[config.mk]
export PLATFORM = sky130hd
export DESIGN_NAME = coolgirl_cfg_regs_flat
export DESIGN_NICKNAME = d
export VERILOG_FILES = /design/src/rtl/coolgirl_cfg_regs_if.sv /design/src/rtl/coolgirl_cfg_regs.sv /design/src/flat_wrapper.sv
export SDC_FILE = /design/constraint.sdc
export NUM_CORES = 1
export LEC_CHECK = 0
export ABC_AREA = 1
export BUFFER_PORTS_ARGS = -buffer_cell sky130_fd_sc_hd__buf_2
export CAP_MARGIN = 20
export CORE_UTILIZATION = 45
export DETAILED_ROUTE_END_ITERATION = 7
export GPL_ROUTABILITY_DRIVEN = 0
export HOLD_SLACK_MARGIN = 0.05
export PLACE_DENSITY = 0.68
export SYNTH_ARGS = -nofsm -noshare
export SYNTH_HDL_FRONTEND = slang
export SYNTH_SLANG_ARGS = --single-unit
[constraint.sdc]
create_clock -name m2 -period 1.89 [get_ports m2]
set_input_delay 0.189 -clock m2 [delete_from_list [all_inputs] [get_ports m2]]
set_output_delay 0.189 -clock m2 [all_outputs]
set_load 0.1 [all_outputs]
[src/rtl/coolgirl_cfg_regs_if.sv]
// CPU bus view of the multicart config controller: decode inputs plus readback drive.
// Latency: pure wiring; no state lives here.
// Backpressure: none; the CPU bus cannot be stalled.
interface coolgirl_cfg_regs_if;
  logic        romsel;
  logic        cpu_rw_in;
  logic [14:0] cpu_addr_in;
  logic [7:0]  cpu_data_in;
  logic [7:0]  cpu_data_out;
  logic        cpu_data_out_enabled;

  modport master (
    output romsel, cpu_rw_in, cpu_addr_in, cpu_data_in,
    input  cpu_data_out, cpu_data_out_enabled
  );

  modport slave (
    input  romsel, cpu_rw_in, cpu_addr_in, cpu_data_in,
    output cpu_data_out, cpu_data_out_enabled
  );
endinterface

[src/rtl/coolgirl_cfg_regs.sv]
// Shadowed, key-protected mapper configuration with atomic commit and optional seal.
// Latency: shadow/FSM update on the edge that samples the write; commit visible 1 cycle after.
// Backpressure: none; one write per m2 edge. Optional macro CFG_READBACK_EN adds shadow readback.
module coolgirl_cfg_regs #(
  parameter logic [7:0] KEY0         = 8'hA5,
  parameter logic [7:0] KEY1         = 8'h5A,
  parameter logic [4:0] RESET_MAPPER = 5'd0
) (
  input  logic                      m2,
  input  logic                      reset,
  coolgirl_cfg_regs_if.slave        cpu,
  output logic [12:0]               cpu_base,
  output logic [6:0]                prg_mask,
  output logic [4:0]                chr_mask,
  output logic [1:0]                sram_page,
  output logic                      sram_enabled,
  output logic                      map_rom_on_6000,
  output logic                      prg_write_enabled,
  output logic                      chr_write_enabled,
  output logic                      four_screen,
  output logic [4:0]                mapper_sel,
  output logic                      cfg_pending,
  output logic                      cfg_open,
  output logic                      cfg_sealed
);

  typedef enum logic [1:0] {
    ST_WAIT_K0 = 2'd0,
    ST_WAIT_K1 = 2'd1,
    ST_OPEN    = 2'd2,
    ST_SEALED  = 2'd3
  } state_t;

  // r4 layout: {four_screen, chr_we, prg_we, map_rom_on_6000, sram_enabled, sram_page[1:0]}
  localparam logic [6:0] FLAGS_RST = 7'b010_0000;

  state_t      r_state;
  logic        r_pending;

  logic [7:0]  r_sh_base_lo;
  logic [4:0]  r_sh_base_hi;
  logic [6:0]  r_sh_prg_mask;
  logic [4:0]  r_sh_chr_mask;
  logic [6:0]  r_sh_flags;
  logic [4:0]  r_sh_mapper;

  logic [12:0] r_base;
  logic [6:0]  r_prg_mask;
  logic [4:0]  r_chr_mask;
  logic [6:0]  r_flags;
  logic [4:0]  r_mapper;

  logic        w_win;
  logic        w_wr;
  logic [2:0]  w_idx;
  logic [7:0]  w_dat;
  logic        w_unused_addr;

  assign w_win         = (cpu.cpu_addr_in[14:12] == 3'b101) & cpu.romsel;
  assign w_wr          = ~cpu.cpu_rw_in & w_win;
  assign w_idx         = cpu.cpu_addr_in[2:0];
  assign w_dat         = cpu.cpu_data_in;
  // Registers alias across the whole $5000-$5FFF window.
  assign w_unused_addr = ^cpu.cpu_addr_in[11:3];

  // Key FSM, shadow writes and atomic commit; reset wins over any same-cycle write.
  always_ff @(posedge m2) begin
    if (reset) begin
      r_state       <= ST_WAIT_K0;
      r_pending     <= 1'b0;
      r_sh_base_lo  <= 8'h00;
      r_sh_base_hi  <= 5'h00;
      r_sh_prg_mask <= 7'h7F;
      r_sh_chr_mask <= 5'h1F;
      r_sh_flags    <= FLAGS_RST;
      r_sh_mapper   <= RESET_MAPPER;
      r_base        <= 13'h0000;
      r_prg_mask    <= 7'h7F;
      r_chr_mask    <= 5'h1F;
      r_flags       <= FLAGS_RST;
      r_mapper      <= RESET_MAPPER;
    end else if (w_wr) begin
      case (r_state)
        ST_WAIT_K0: begin
          if (w_idx == 3'd6 && w_dat == KEY0)
            r_state <= ST_WAIT_K1;
        end
        ST_WAIT_K1: begin
          // A repeated first key byte keeps the sequence alive.
          if (w_idx == 3'd6 && w_dat == KEY1)
            r_state <= ST_OPEN;
          else if (w_idx == 3'd6 && w_dat == KEY0)
            r_state <= ST_WAIT_K1;
          else
            r_state <= ST_WAIT_K0;
        end
        ST_OPEN: begin
          case (w_idx)
            3'd0: begin r_sh_base_lo  <= w_dat;      r_pending <= 1'b1; end
            3'd1: begin r_sh_base_hi  <= w_dat[4:0]; r_pending <= 1'b1; end
            3'd2: begin r_sh_prg_mask <= w_dat[6:0]; r_pending <= 1'b1; end
            3'd3: begin r_sh_chr_mask <= w_dat[4:0]; r_pending <= 1'b1; end
            3'd4: begin r_sh_flags    <= w_dat[6:0]; r_pending <= 1'b1; end
            3'd5: begin r_sh_mapper   <= w_dat[4:0]; r_pending <= 1'b1; end
            3'd6: begin
              // Re-keying relocks but keeps the shadows.
              r_state <= (w_dat == KEY0) ? ST_WAIT_K1 : ST_WAIT_K0;
            end
            default: begin
              // SEAL without COMMIT is deliberately a no-op.
              if (w_dat[0]) begin
                r_base     <= {r_sh_base_hi, r_sh_base_lo};
                r_prg_mask <= r_sh_prg_mask;
                r_chr_mask <= r_sh_chr_mask;
                r_flags    <= r_sh_flags;
                r_mapper   <= r_sh_mapper;
                r_pending  <= 1'b0;
                if (w_dat[7])
                  r_state <= ST_SEALED;
              end
            end
          endcase
        end
        default: begin
          // Sealed: locked until reset.
        end
      endcase
    end
  end

  assign cpu_base          = r_base;
  assign prg_mask          = r_prg_mask;
  assign chr_mask          = r_chr_mask;
  assign sram_page         = r_flags[1:0];
  assign sram_enabled      = r_flags[2];
  assign map_rom_on_6000   = r_flags[3];
  assign prg_write_enabled = r_flags[4];
  assign chr_write_enabled = r_flags[5];
  assign four_screen       = r_flags[6];
  assign mapper_sel        = r_mapper;
  assign cfg_pending       = r_pending;
  assign cfg_open          = (r_state == ST_OPEN);
  assign cfg_sealed        = (r_state == ST_SEALED);

`ifdef CFG_READBACK_EN
  logic       w_rd_en;
  logic [7:0] w_rd_dat;

  assign w_rd_en = cpu.cpu_rw_in & w_win & (r_state == ST_OPEN);

  // Shadow readback mux; key port never reveals anything.
  always_comb begin
    w_rd_dat = 8'h00;
    case (w_idx)
      3'd0:    w_rd_dat = r_sh_base_lo;
      3'd1:    w_rd_dat = {3'b000, r_sh_base_hi};
      3'd2:    w_rd_dat = {1'b0, r_sh_prg_mask};
      3'd3:    w_rd_dat = {3'b000, r_sh_chr_mask};
      3'd4:    w_rd_dat = {1'b0, r_sh_flags};
      3'd5:    w_rd_dat = {3'b000, r_sh_mapper};
      3'd6:    w_rd_dat = 8'h00;
      default: w_rd_dat = {cfg_sealed, 6'b000000, r_pending};
    endcase
  end

  assign cpu.cpu_data_out_enabled = w_rd_en;
  assign cpu.cpu_data_out         = w_rd_en ? w_rd_dat : 8'h00;
`else
  assign cpu.cpu_data_out_enabled = 1'b0;
  assign cpu.cpu_data_out         = 8'h00;
`endif

endmodule
[src/flat_wrapper.sv]
// flat-port wrapper written by rule: the top's interface ports become plain ports
module coolgirl_cfg_regs_flat 
#(
  parameter logic [7:0] KEY0         = 8'hA5,
  parameter logic [7:0] KEY1         = 8'h5A,
  parameter logic [4:0] RESET_MAPPER = 5'd0
)
  (m2, reset, cpu_base, prg_mask, chr_mask, sram_page, sram_enabled, map_rom_on_6000, prg_write_enabled, chr_write_enabled, four_screen, mapper_sel, cfg_pending, cfg_open, cfg_sealed, cpu_romsel, cpu_cpu_rw_in, cpu_cpu_addr_in, cpu_cpu_data_in, cpu_cpu_data_out, cpu_cpu_data_out_enabled);
  coolgirl_cfg_regs_if cpu_i ();
  input  logic m2;
  input  logic reset;
  output logic [12:0] cpu_base;
  output logic [6:0] prg_mask;
  output logic [4:0] chr_mask;
  output logic [1:0] sram_page;
  output logic sram_enabled;
  output logic map_rom_on_6000;
  output logic prg_write_enabled;
  output logic chr_write_enabled;
  output logic four_screen;
  output logic [4:0] mapper_sel;
  output logic cfg_pending;
  output logic cfg_open;
  output logic cfg_sealed;
  input wire logic [$bits(cpu_i.romsel)-1:0] cpu_romsel;
  input wire logic [$bits(cpu_i.cpu_rw_in)-1:0] cpu_cpu_rw_in;
  input wire logic [$bits(cpu_i.cpu_addr_in)-1:0] cpu_cpu_addr_in;
  input wire logic [$bits(cpu_i.cpu_data_in)-1:0] cpu_cpu_data_in;
  output wire logic [$bits(cpu_i.cpu_data_out)-1:0] cpu_cpu_data_out;
  output wire logic [$bits(cpu_i.cpu_data_out_enabled)-1:0] cpu_cpu_data_out_enabled;
  assign cpu_i.romsel = cpu_romsel;
  assign cpu_i.cpu_rw_in = cpu_cpu_rw_in;
  assign cpu_i.cpu_addr_in = cpu_cpu_addr_in;
  assign cpu_i.cpu_data_in = cpu_cpu_data_in;
  assign cpu_cpu_data_out = cpu_i.cpu_data_out;
  assign cpu_cpu_data_out_enabled = cpu_i.cpu_data_out_enabled;
  coolgirl_cfg_regs #(.KEY0(KEY0), .KEY1(KEY1), .RESET_MAPPER(RESET_MAPPER)) u_core (.m2(m2), .reset(reset), .cpu(cpu_i), .cpu_base(cpu_base), .prg_mask(prg_mask), .chr_mask(chr_mask), .sram_page(sram_page), .sram_enabled(sram_enabled), .map_rom_on_6000(map_rom_on_6000), .prg_write_enabled(prg_write_enabled), .chr_write_enabled(chr_write_enabled), .four_screen(four_screen), .mapper_sel(mapper_sel), .cfg_pending(cfg_pending), .cfg_open(cfg_open), .cfg_sealed(cfg_sealed));
endmodule
==> results of run 1 <==
==> final cells by class <==
class	count	share of cell area, %
multi-input cells	290	37.2
clock buffers	12	4.06
inverters	21	2.42
well taps	77	2.70
flip-flops and latches	77	43.1
repair buffers	61	9.17
clock inverters	4	1.33
==> worst register-to-register path: cells and delay by family (launching register included) <==
family,cells,cell delay (ns)
DFF,1,0.33
and+or+nand+nor,3,0.39
buffers and inverters,3,0.50
adders and majority gates,1,0.20
AOI/OAI and AO/OA,1,0.17
==> per-stage QoR <==
stage / area, um2 / worst slack (ns) / total power [mW] / hold WS, ns
floorplan: 3130 / 0.161 / 1.82 / 0.302
global placement: 3380 / 0.156 / 1.85 / 0.441
detailed placement: 3380 / 0.0996 / 1.85 / 0.444
CTS: 3570 / 0.0747 / 3.05 / 0.148
global route: 3570 / 0.0651 / 3.12 / 0.172
finish: 3570 / 0.196 / 3.03 / 0.159
==> cell usage in the layout, fill, tap and decap left out, drive strengths merged, types with 2 or more instances in the layout <==
master	instances
nor2	102
dfxtp	77
nand2	70
buf	61
o21ai	50
nand3	36
inv	21
clkbuf	12
conb	9
nand4	8
a21oi	7
ha	4
nor3	3
clkinv	2
==> power groups by stage <==
stage | Sequential (mW) | Clock [mW] | Combinational [mW]
finish | 1.62 | 1.21 | 0.197
global route | 1.62 | 1.29 | 0.212
CTS | 1.62 | 1.24 | 0.196
detailed placement | 1.66 | 0 | 0.195
global placement | 1.66 | 0 | 0.195
floorplan | 1.66 | 0 | 0.158
==> cell families after synthesis <==
group / count (synthesis) / share of synthesized area [%]
AO/OA/AOI/OAI: 57 / 9.25
AND/OR/NAND/NOR: 220 / 30.7
flip-flops: 77 / 50.0
buffers and inverters: 48 / 8.35
other: 1 / 0.122
adder cells (fa/ha/maj): 4 / 1.62
==> synth_stat cells (3+ instances only) <==
cell type | number | area (um2)
sky130_fd_sc_hd__buf_4 | 10 | 75.1
sky130_fd_sc_hd__inv_1 | 18 | 67.6
sky130_fd_sc_hd__nor3_1 | 3 | 15.0
sky130_fd_sc_hd__nor2_1 | 98 | 368
sky130_fd_sc_hd__buf_2 | 3 | 15.0
sky130_fd_sc_hd__clkbuf_1 | 9 | 33.8
sky130_fd_sc_hd__nand2_1 | 67 | 251
sky130_fd_sc_hd__a21oi_1 | 7 | 35.0
sky130_fd_sc_hd__o21ai_0 | 49 | 245
sky130_fd_sc_hd__ha_1 | 4 | 50.1
sky130_fd_sc_hd__nand2_2 | 3 | 18.8
sky130_fd_sc_hd__buf_6 | 4 | 45.0
sky130_fd_sc_hd__nand4_1 | 8 | 50.1
sky130_fd_sc_hd__dfxtp_1 | 77 | 1540
sky130_fd_sc_hd__nand3_1 | 33 | 165
==> flip-flops by register name (all words and copies together), names as in the netlist <==
name	cells
u_core.r_sh_prg_mask	7
u_core.chr_mask	5
u_core.r_flags	7
u_core.prg_mask	7
u_core.r_sh_base_hi	5
u_core.mapper_sel	5
u_core.cpu_base	13
u_core.r_sh_flags	7
u_core.cfg_pending	1
u_core.r_sh_base_lo	8
u_core.r_state	2
u_core.r_sh_mapper	5
u_core.r_sh_chr_mask	5
==> layer usage <==
layer	GRT usage [%]	wire length (um)
met5	0	0
met1	23.9	3130
met4	9.24	110
met2	30.8	2940
met3	4.62	253
==> path summary, 6_finish.rpt <==
kind | startpoint | cells after the start | to
min | cpu_cpu_data_in[5] | 3 | u_core.r_sh_flags[5]$_SDFFE_PP1P_
min reg2reg | u_core.r_sh_prg_mask[3]$_SDFFE_PP1P_ | 2 | u_core.prg_mask[3]$_SDFFE_PP1P_
max reg2reg | u_core.r_state[0]$_SDFFE_PP0P_ | 8 | u_core.cpu_base[0]$_SDFFE_PP0P_
max | u_core.r_state[0]$_SDFFE_PP0P_ | 8 | u_core.cpu_base[0]$_SDFFE_PP0P_
==> impl_metrics.json, run 1 <==
{
  "gr-total-overflow": 0,
  "cts-hold-fix-buffers": 0,
  "synth_area_per_cell_um2": 7.58,
  "async_reset_ff_share_pct": 0,
  "synthCells": 407,
  "powerDensity_mw_per_mm2": 847,
  "internal_power_mw": 2.30,
  "cts.clk_slew.worst_paths_ns": 0.07,
  "numPortBuffers": 57,
  "worst_ep_arrival_time_ns": 1.94,
  "cts-resized-gates": 0,
  "switching_share_pct": 24.1,
  "h-tree-depth": 3,
  "via_cell_ratio": 4.91,
  "crit_path_max_incr_delay_ns": 0.33,
  "vdd.ir_drop.worst_uv": 345,
  "cell_mode_on_critical_path": "sky130_fd_sc_hd__nand2_2",
  "cts.path.max_buffers": 2,
  "crit_required_ns": 2.13,
  "via_count": 2663,
  "ant_nets": 0,
  "layout_stage_area_growth_over_the_synthesis_result_pct": 15.8,
  "route.final.wire_length_mm": 6.44,
  "clk-insertion-delay-late_ns": 0.35,
  "ys_types": 25,
  "count_of_inserted_antenna_diode_cells": 0,
  "worstPathMaxFanout": 16,
  "area_occupied_by_registers_mm2": 0.00154,
  "multi_input_comb_area_mm2": 0.00133,
  "ff2ff_setup_slack_ns": 0.20,
  "drt_pass1_iterations": 6,
  "fillers": 649,
  "first_iter_violations": 116,
  "tritoncts_clock_tree": "done",
  "total_cts_buffers": 9,
  "yosys_warnings": 0,
  "maxSlewViolCount": 0,
  "clkSinkCount": 77,
  "seq_power_share_pct": 53.5,
  "ys_ff_latch": 77,
  "finalSetupViolCount": 0,
  "max_clock_freq_mhz": 590,
  "rsz0062_at_grt": "no",
  "syn_area_mm2": 0.00309,
  "placed_cells": 526,
  "cts_setup_buffers": 0,
  "pin_count": 76,
  "grt_antenna_before_repair": 0,
  "fp.coreArea_mm2": 0.00649,
  "final_hold_violations": 0,
  "fp.dieArea_mm2": 0.00719,
  "edff_count_synth": 0,
  "library_cell_contributing_the_largest_single_delay_on_the_critical_path": "sky130_fd_sc_hd__dfxtp_1",
  "starting_utilization_of_the_core_area_pct": 47.5,
  "synth-main-ff-cell": "sky130_fd_sc_hd__dfxtp_1",
  "die_h_um": 84.8,
  "hpwl_mm": 4.26,
  "post_route_cells_drive_above_1_share_pct": 19.4,
  "final_min_period_over_clock_period_pct": 89.6,
  "sequential_share_of_the_synthesized_area_pct": 50.0,
  "grtUsageTotal_pct": 19.1,
  "setup.worst_path.class": "register to register",
  "count_of_placed_standard_cells_in_the_final_layout_fillers_left_out": 542,
  "critPathCaptureType": "register",
  "routed_wire_length_per_instance_um": 11.9,
  "cts_root_buffer": "sky130_fd_sc_hd__clkbuf_8",
  "worst_setup_path_start_kind": "register",
  "holdCritPathClass": "primary input to register",
  "leakage_power_figure_nw": 1.66,
  "die_w_um": 84.8,
  "switching_power_uw": 730,
  "finish.net_count": 491,
  "share_clk_of_total_power_pct": 40.0,
  "maxCapViolCount": 0,
  "final.min_clock_period_ns": 1.69,
  "result_of_the_run": "complete, no violations",
  "cp.buffers_inverters": 3,
  "combPwrFrac_pct": 6.5,
  "final_util_pct": 55.0,
  "path_cells": "inv_1 -> ha_4 -> nand2_2 -> inv_2 -> nand2_2 -> buf_4 -> o21ai_0 -> nor2_1",
  "cp_top_family": "buffers and inverters",
  "setup_tns_ns": 0,
  "grt_pass1_vias": 2283,
  "rows": 29,
  "timing.clock.skew_ns": 0.00816,
  "grt_start_max_net_pins": 78,
  "drt_drc_violations_left": 0,
  "wire_length_of_the_first_global_routing_pass_mm": 10.6
}
Note: power is estimated with default switching activity, not from simulation.
==> run 2: changes to the inputs <==
PLACE_DENSITY = 0.71   (was 0.68)
REMOVE_ABC_BUFFERS = 1   (was unset)
clock period = 1.44 ns   (was 1.89 ns; I/O delays follow)
==> impl_metrics.json, run 2 (synthesis results as in run 1) <==
{
  "finalSetupViolCount": 0,
  "worstPathMaxFanout": 2,
  "finish.net_count": 499,
  "total_cts_buffers": 9,
  "grt_antenna_before_repair": 0,
  "critPathCaptureType": "primary output",
  "wire_length_of_the_first_global_routing_pass_mm": 10.5,
  "layout.cells.most_common": "sky130_fd_sc_hd__nor2_1",
  "grt_start_max_net_pins": 78,
  "cts.path.max_buffers": 2,
  "maxCapViolCount": 0,
  "gr-total-overflow": 0,
  "die_w_um": 84.8,
  "powerDensity_mw_per_mm2": 1080,
  "worst_ep_arrival_time_ns": 1.24,
  "flip_flop_count_of_the_largest_register_all_copies_and_words_added": 13,
  "fin_worst_hold_slack_ns": 0.0862,
  "cts.clk_slew.worst_paths_ns": 0.08,
  "place_ws_ns": -0.0471,
  "final_hold_violations": 0,
  "cts_root_buffer": "sky130_fd_sc_hd__clkbuf_8",
  "grt_pass1_vias": 2313,
  "failing_checks": "design-rule violations",
  "result_of_the_run": "complete, but fails checks",
  "layout_stage_area_growth_over_the_synthesis_result_pct": 21.2,
  "starting_utilization_of_the_core_area_pct": 47.5,
  "pin_count": 76,
  "hpwl_mm": 4.20,
  "postLayoutSetupSlackWorst_ns": 0.0593,
  "drt_pass1_iterations": 8,
  "count_of_inserted_antenna_diode_cells": 0,
  "final.min_clock_period_ns": 1.38,
  "tritoncts_clock_tree": "done",
  "first_iter_violations": 162,
  "drt_drc_violations_left": 3,
  "leakage_power_figure_nw": 1.76,
  "rows": 29,
  "setup.worst_path.class": "register to primary output",
  "timing.critical_path.to": "cfg_sealed",
  "rsz0062_at_grt": "no",
  "grtUsageTotal_pct": 18.9,
  "vdd.ir_drop.worst_uv": 441,
  "routed_wire_length_per_instance_um": 11.7,
  "holdCritPathClass": "primary input to register",
  "clk-insertion-delay-late_ns": 0.35,
  "fp.dieArea_mm2": 0.00719,
  "worst_r2r_endpoint": "u_core.r_sh_base_hi[4]$_SDFFE_PP0P_",
  "setup.worst_path.start": "u_core.r_state[0]$_SDFFE_PP0P_",
  "ant_nets": 0,
  "die_h_um": 84.8,
  "maxSlewViolCount": 0,
  "ff2ff_setup_slack_ns": 0.10,
  "numPortBuffers": 57,
  "clkSinkCount": 77,
  "crit_required_ns": 1.30,
  "timing.clock.skew_ns": 0.00752,
  "cts-hold-fix-buffers": 0,
  "p_total_mw": 4.04,
  "fp.coreArea_mm2": 0.00649,
  "final_min_period_over_clock_period_pct": 95.9,
  "r2r-start": "u_core.r_state[0]$_SDFFE_PP0P_",
  "via_count": 2661,
  "route.final.wire_length_mm": 6.42,
  "min_path_cells": 3,
  "most_frequent_cells_in_the_layout": "98 x sky130_fd_sc_hd__nor2_1, 75 x sky130_fd_sc_hd__dfxtp_1, 65 x sky130_fd_sc_hd__nand2_1, 55 x sky130_fd_sc_hd__buf_2, 44 x sky130_fd_sc_hd__o21ai_0",
  "max_clock_freq_mhz": 724,
  "h-tree-depth": 3,
  "via_cell_ratio": 4.85,
  "setup_tns_ns": 0,
  "worst_setup_path_start_kind": "register",
  "worstRegToRegCells": 8,
  "post_route_cells_drive_above_1_share_pct": 23.3
}
[run 2: cell count changes in the layout (fill, tap and decap cells not counted), sizes merged]
cell,before,now
buf,61,69
inv,21,20
clkinv,2,3
clkbuf,12,11
[run 2: layout make-up]
type                    count  area [um2]
fillers                   625        2760
flip-flops and latches     77        1540
multi-input cells         290        1370
repair buffers             69         434
clock buffers              11         151
inverters                  21        98.8
well taps                  77        96.3
clock inverters             4        47.5
[run 2: per-layer routing]
metal  part of all wire, %  up-vias  GRT usage, %
met5                     0        -             0
met2                    44       59          30.0
met4                   1.8        0          9.86
met1                    50     1181          24.2
li1                      -     1413             -
met3                   4.4        8          4.03
[run 2: power by group]
group | switching [mW] | total [mW] | internal [mW] | leakage (nW)
Clock | 0.766 | 1.65 | 0.880 | 0.101
Sequential | 0.00000190 | 2.13 | 2.13 | 0.622
Combinational | 0.214 | 0.264 | 0.0503 | 1.04
[run 2: repair_timing]
action                                  CTS  global route
endpoints found under the setup margin   45            60
pin swaps                                 0             3
buffers inserted                          0             1
resized for setup                         3            24
[run 2: metrics by stage]
stage	utilization (%)	instances	area [um2]
CTS	56.5	548	3670
detailed placement	53.3	533	3460
finish	57.6	549	3740
global route	57.6	549	3740
global placement	53.3	533	3460
floorplan	-	388	2940
[run 2: worst min-delay path by stage]
| stage | start | endpoint | slack, ns |
|---|---|---|---|
| floorplan | cpu_cpu_data_in[0] | u_core.r_sh_chr_mask[0]$_SDFFE_PP1P_ | 0.26 |
| global placement | u_core.r_sh_prg_mask[0]$_SDFFE_PP1P_ | u_core.r_sh_prg_mask[0]$_SDFFE_PP1P_ | 0.44 |
| detailed placement | u_core.r_sh_prg_mask[6]$_SDFFE_PP1P_ | u_core.r_sh_prg_mask[6]$_SDFFE_PP1P_ | 0.45 |
| CTS | cpu_cpu_data_in[3] | u_core.r_sh_mapper[3]$_SDFFE_PP0P_ | 0.08 |
| global route | cpu_cpu_data_in[5] | u_core.r_sh_flags[5]$_SDFFE_PP1P_ | 0.11 |
| finish | cpu_cpu_data_in[3] | u_core.r_sh_mapper[3]$_SDFFE_PP0P_ | 0.09 |
[run 2: worst max-delay path, stage by stage, from the launching register on]
cell                      delay (ns)
sky130_fd_sc_hd__dfxtp_2        0.33
sky130_fd_sc_hd__buf_4          0.13
sky130_fd_sc_hd__ha_1           0.25
sky130_fd_sc_hd__buf_12         0.19
==> run 3: changes to the inputs <==
CORE_MARGIN = 4   (was unset)
CTS_BUF_LIST = sky130_fd_sc_hd__clkbuf_8 sky130_fd_sc_hd__clkbuf_16   (was unset)
GPL_ROUTABILITY_DRIVEN = 1   (was 0)
==> impl_metrics.json, run 3 (synthesis results as in run 1) <==
{
  "cts_root_buffer": "sky130_fd_sc_hd__clkbuf_8",
  "numPortBuffers": 57,
  "cts.path.max_buffers": 2,
  "worstPathMaxFanout": 5,
  "hpwl_mm": 4.46,
  "fp.dieArea_mm2": 0.00825,
  "finish.net_count": 504,
  "cts.clk_slew.worst_paths_ns": 0.07,
  "result_of_the_run": "complete, no violations",
  "setup.worst_path.class": "register to primary output",
  "total_cts_buffers": 9,
  "flip_flop_count_of_the_largest_register_all_copies_and_words_added": 13,
  "layout.cells.most_common": "sky130_fd_sc_hd__nor2_1",
  "gp_congestion": 0.819,
  "grtUsageTotal_pct": 16.4,
  "post_route_cells_drive_above_1_share_pct": 24.1,
  "ant_nets": 0,
  "maxSlewViolCount": 0,
  "h-tree-depth": 3,
  "route.final.wire_length_mm": 6.94,
  "via_count": 2697,
  "postLayoutSetupSlackWorst_ns": 0.0556,
  "grt_antenna_before_repair": 0,
  "final_hold_violations": 0,
  "drt_pass1_iterations": 4,
  "rsz0062_at_grt": "yes",
  "count_of_inserted_antenna_diode_cells": 0,
  "via_cell_ratio": 4.86,
  "powerDensity_mw_per_mm2": 1040,
  "gr-total-overflow": 0,
  "pin_count": 76,
  "vdd.ir_drop.worst_uv": 512,
  "place_ws_ns": -0.0496,
  "count_of_placed_standard_cells_in_the_final_layout_fillers_left_out": 555,
  "crit_required_ns": 1.30,
  "routed_wire_length_per_instance_um": 12.5,
  "maxCapViolCount": 0,
  "drt_drc_violations_left": 0,
  "clkSinkCount": 77,
  "wire_length_of_the_first_global_routing_pass_mm": 11.0,
  "die_h_um": 90.8,
  "placed_cells": 534,
  "p_total_mw": 3.89,
  "tritoncts_clock_tree": "done",
  "grt_start_max_net_pins": 78,
  "worst_ep_arrival_time_ns": 1.24,
  "finalSetupViolCount": 0,
  "final.min_clock_period_ns": 1.38,
  "die_w_um": 90.8,
  "max_clock_freq_mhz": 722,
  "final_min_period_over_clock_period_pct": 96.1,
  "worst_setup_path_start_kind": "register",
  "first_iter_violations": 159,
  "rows": 29,
  "most_frequent_cells_in_the_layout": "98 x sky130_fd_sc_hd__nor2_1, 76 x sky130_fd_sc_hd__dfxtp_1, 66 x sky130_fd_sc_hd__nand2_1, 55 x sky130_fd_sc_hd__buf_2, 32 x sky130_fd_sc_hd__nand3_1",
  "critPathCaptureType": "primary output",
  "starting_utilization_of_the_core_area_pct": 47.5,
  "leakage_power_figure_nw": 1.76,
  "layout_stage_area_growth_over_the_synthesis_result_pct": 21.7,
  "clk-insertion-delay-late_ns": 0.35,
  "timing.clock.skew_ns": 0.00565,
  "holdCritPathClass": "primary input to register",
  "fp.coreArea_mm2": 0.00649,
  "grt_pass1_vias": 2426
}
[run 3: what timing repair did]
action                                  CTS  global route
endpoints found under the setup margin   37            72
pin swaps                                 0             1
hold buffers                              0             0
gates resized for setup                   1            33
cloned                                    0             2
setup buffers                             0             3
[run 3: layout make-up]
type | count | area, um2
inverter | 21 | 91.3
fill | 631 | 2740
multi-input combinational | 290 | 1350
sequential | 77 | 1540
tap | 77 | 96.3
clock buffer | 11 | 151
clock inverter | 5 | 33.8
timing repair inverter | 1 | 8.76
timing repair buffer | 73 | 482
[run 3: worst max-delay path, cell delays in order (launching register included)]
cell and delay (ns):
sky130_fd_sc_hd__dfxtp_1 0.35, sky130_fd_sc_hd__inv_2 0.04, sky130_fd_sc_hd__ha_2 0.18, sky130_fd_sc_hd__buf_4 0.16
sky130_fd_sc_hd__buf_12 0.16
[run 3: power breakdown]
group / leakage [nW] / internal, mW / switching, mW
clock: 0.0917 / 0.719 / 0.774
sequential: 0.622 / 2.13 / 0.00000156
combinational: 1.04 / 0.0517 / 0.217
total: 1.76 / 2.90 / 0.991
[run 3: stage by stage]
| stage | util [%] | setup TNS (ns) | instance area (um2) | hold WS [ns] |
|---|---|---|---|---|
| final | 57.8 | 0 | 3750 | 0.0940 |
| after global routing | 57.8 | -0.0706 | 3750 | 0.100 |
| after CTS | 56.4 | 0 | 3660 | 0.0840 |
| after detailed placement | 53.4 | -0.511 | 3470 | 0.447 |
| after global placement | 53.4 | 0 | 3470 | 0.441 |
| after floorplan | - | -66.93 | 2940 | 0.257 |
[run 3: final timing paths]
kind,from,to,slack [ns],cells after the start
min,cpu_cpu_data_in[3],u_core.r_sh_mapper[3]$_SDFFE_PP0P_,0.09,3
max reg2reg,u_core.r_state[0]$_SDFFE_PP0P_,u_core.r_sh_flags[4]$_SDFFE_PP0P_,0.06,8
max,u_core.r_state[0]$_SDFFE_PP0P_,cfg_open,0.06,4
min reg2reg,u_core.r_sh_prg_mask[5]$_SDFFE_PP1P_,u_core.r_sh_prg_mask[5]$_SDFFE_PP1P_,0.47,2
[run 3: per-layer routing]
metal,share of wire [%],vias to the layer above,track usage (%),routed length [um]
met5,0,-,0,0
met4,1.7,0,6.91,121
met3,5.7,12,4.08,393
met2,46,77,26.7,3200
met1,46,1184,20.6,3220
li1,-,1424,-,-
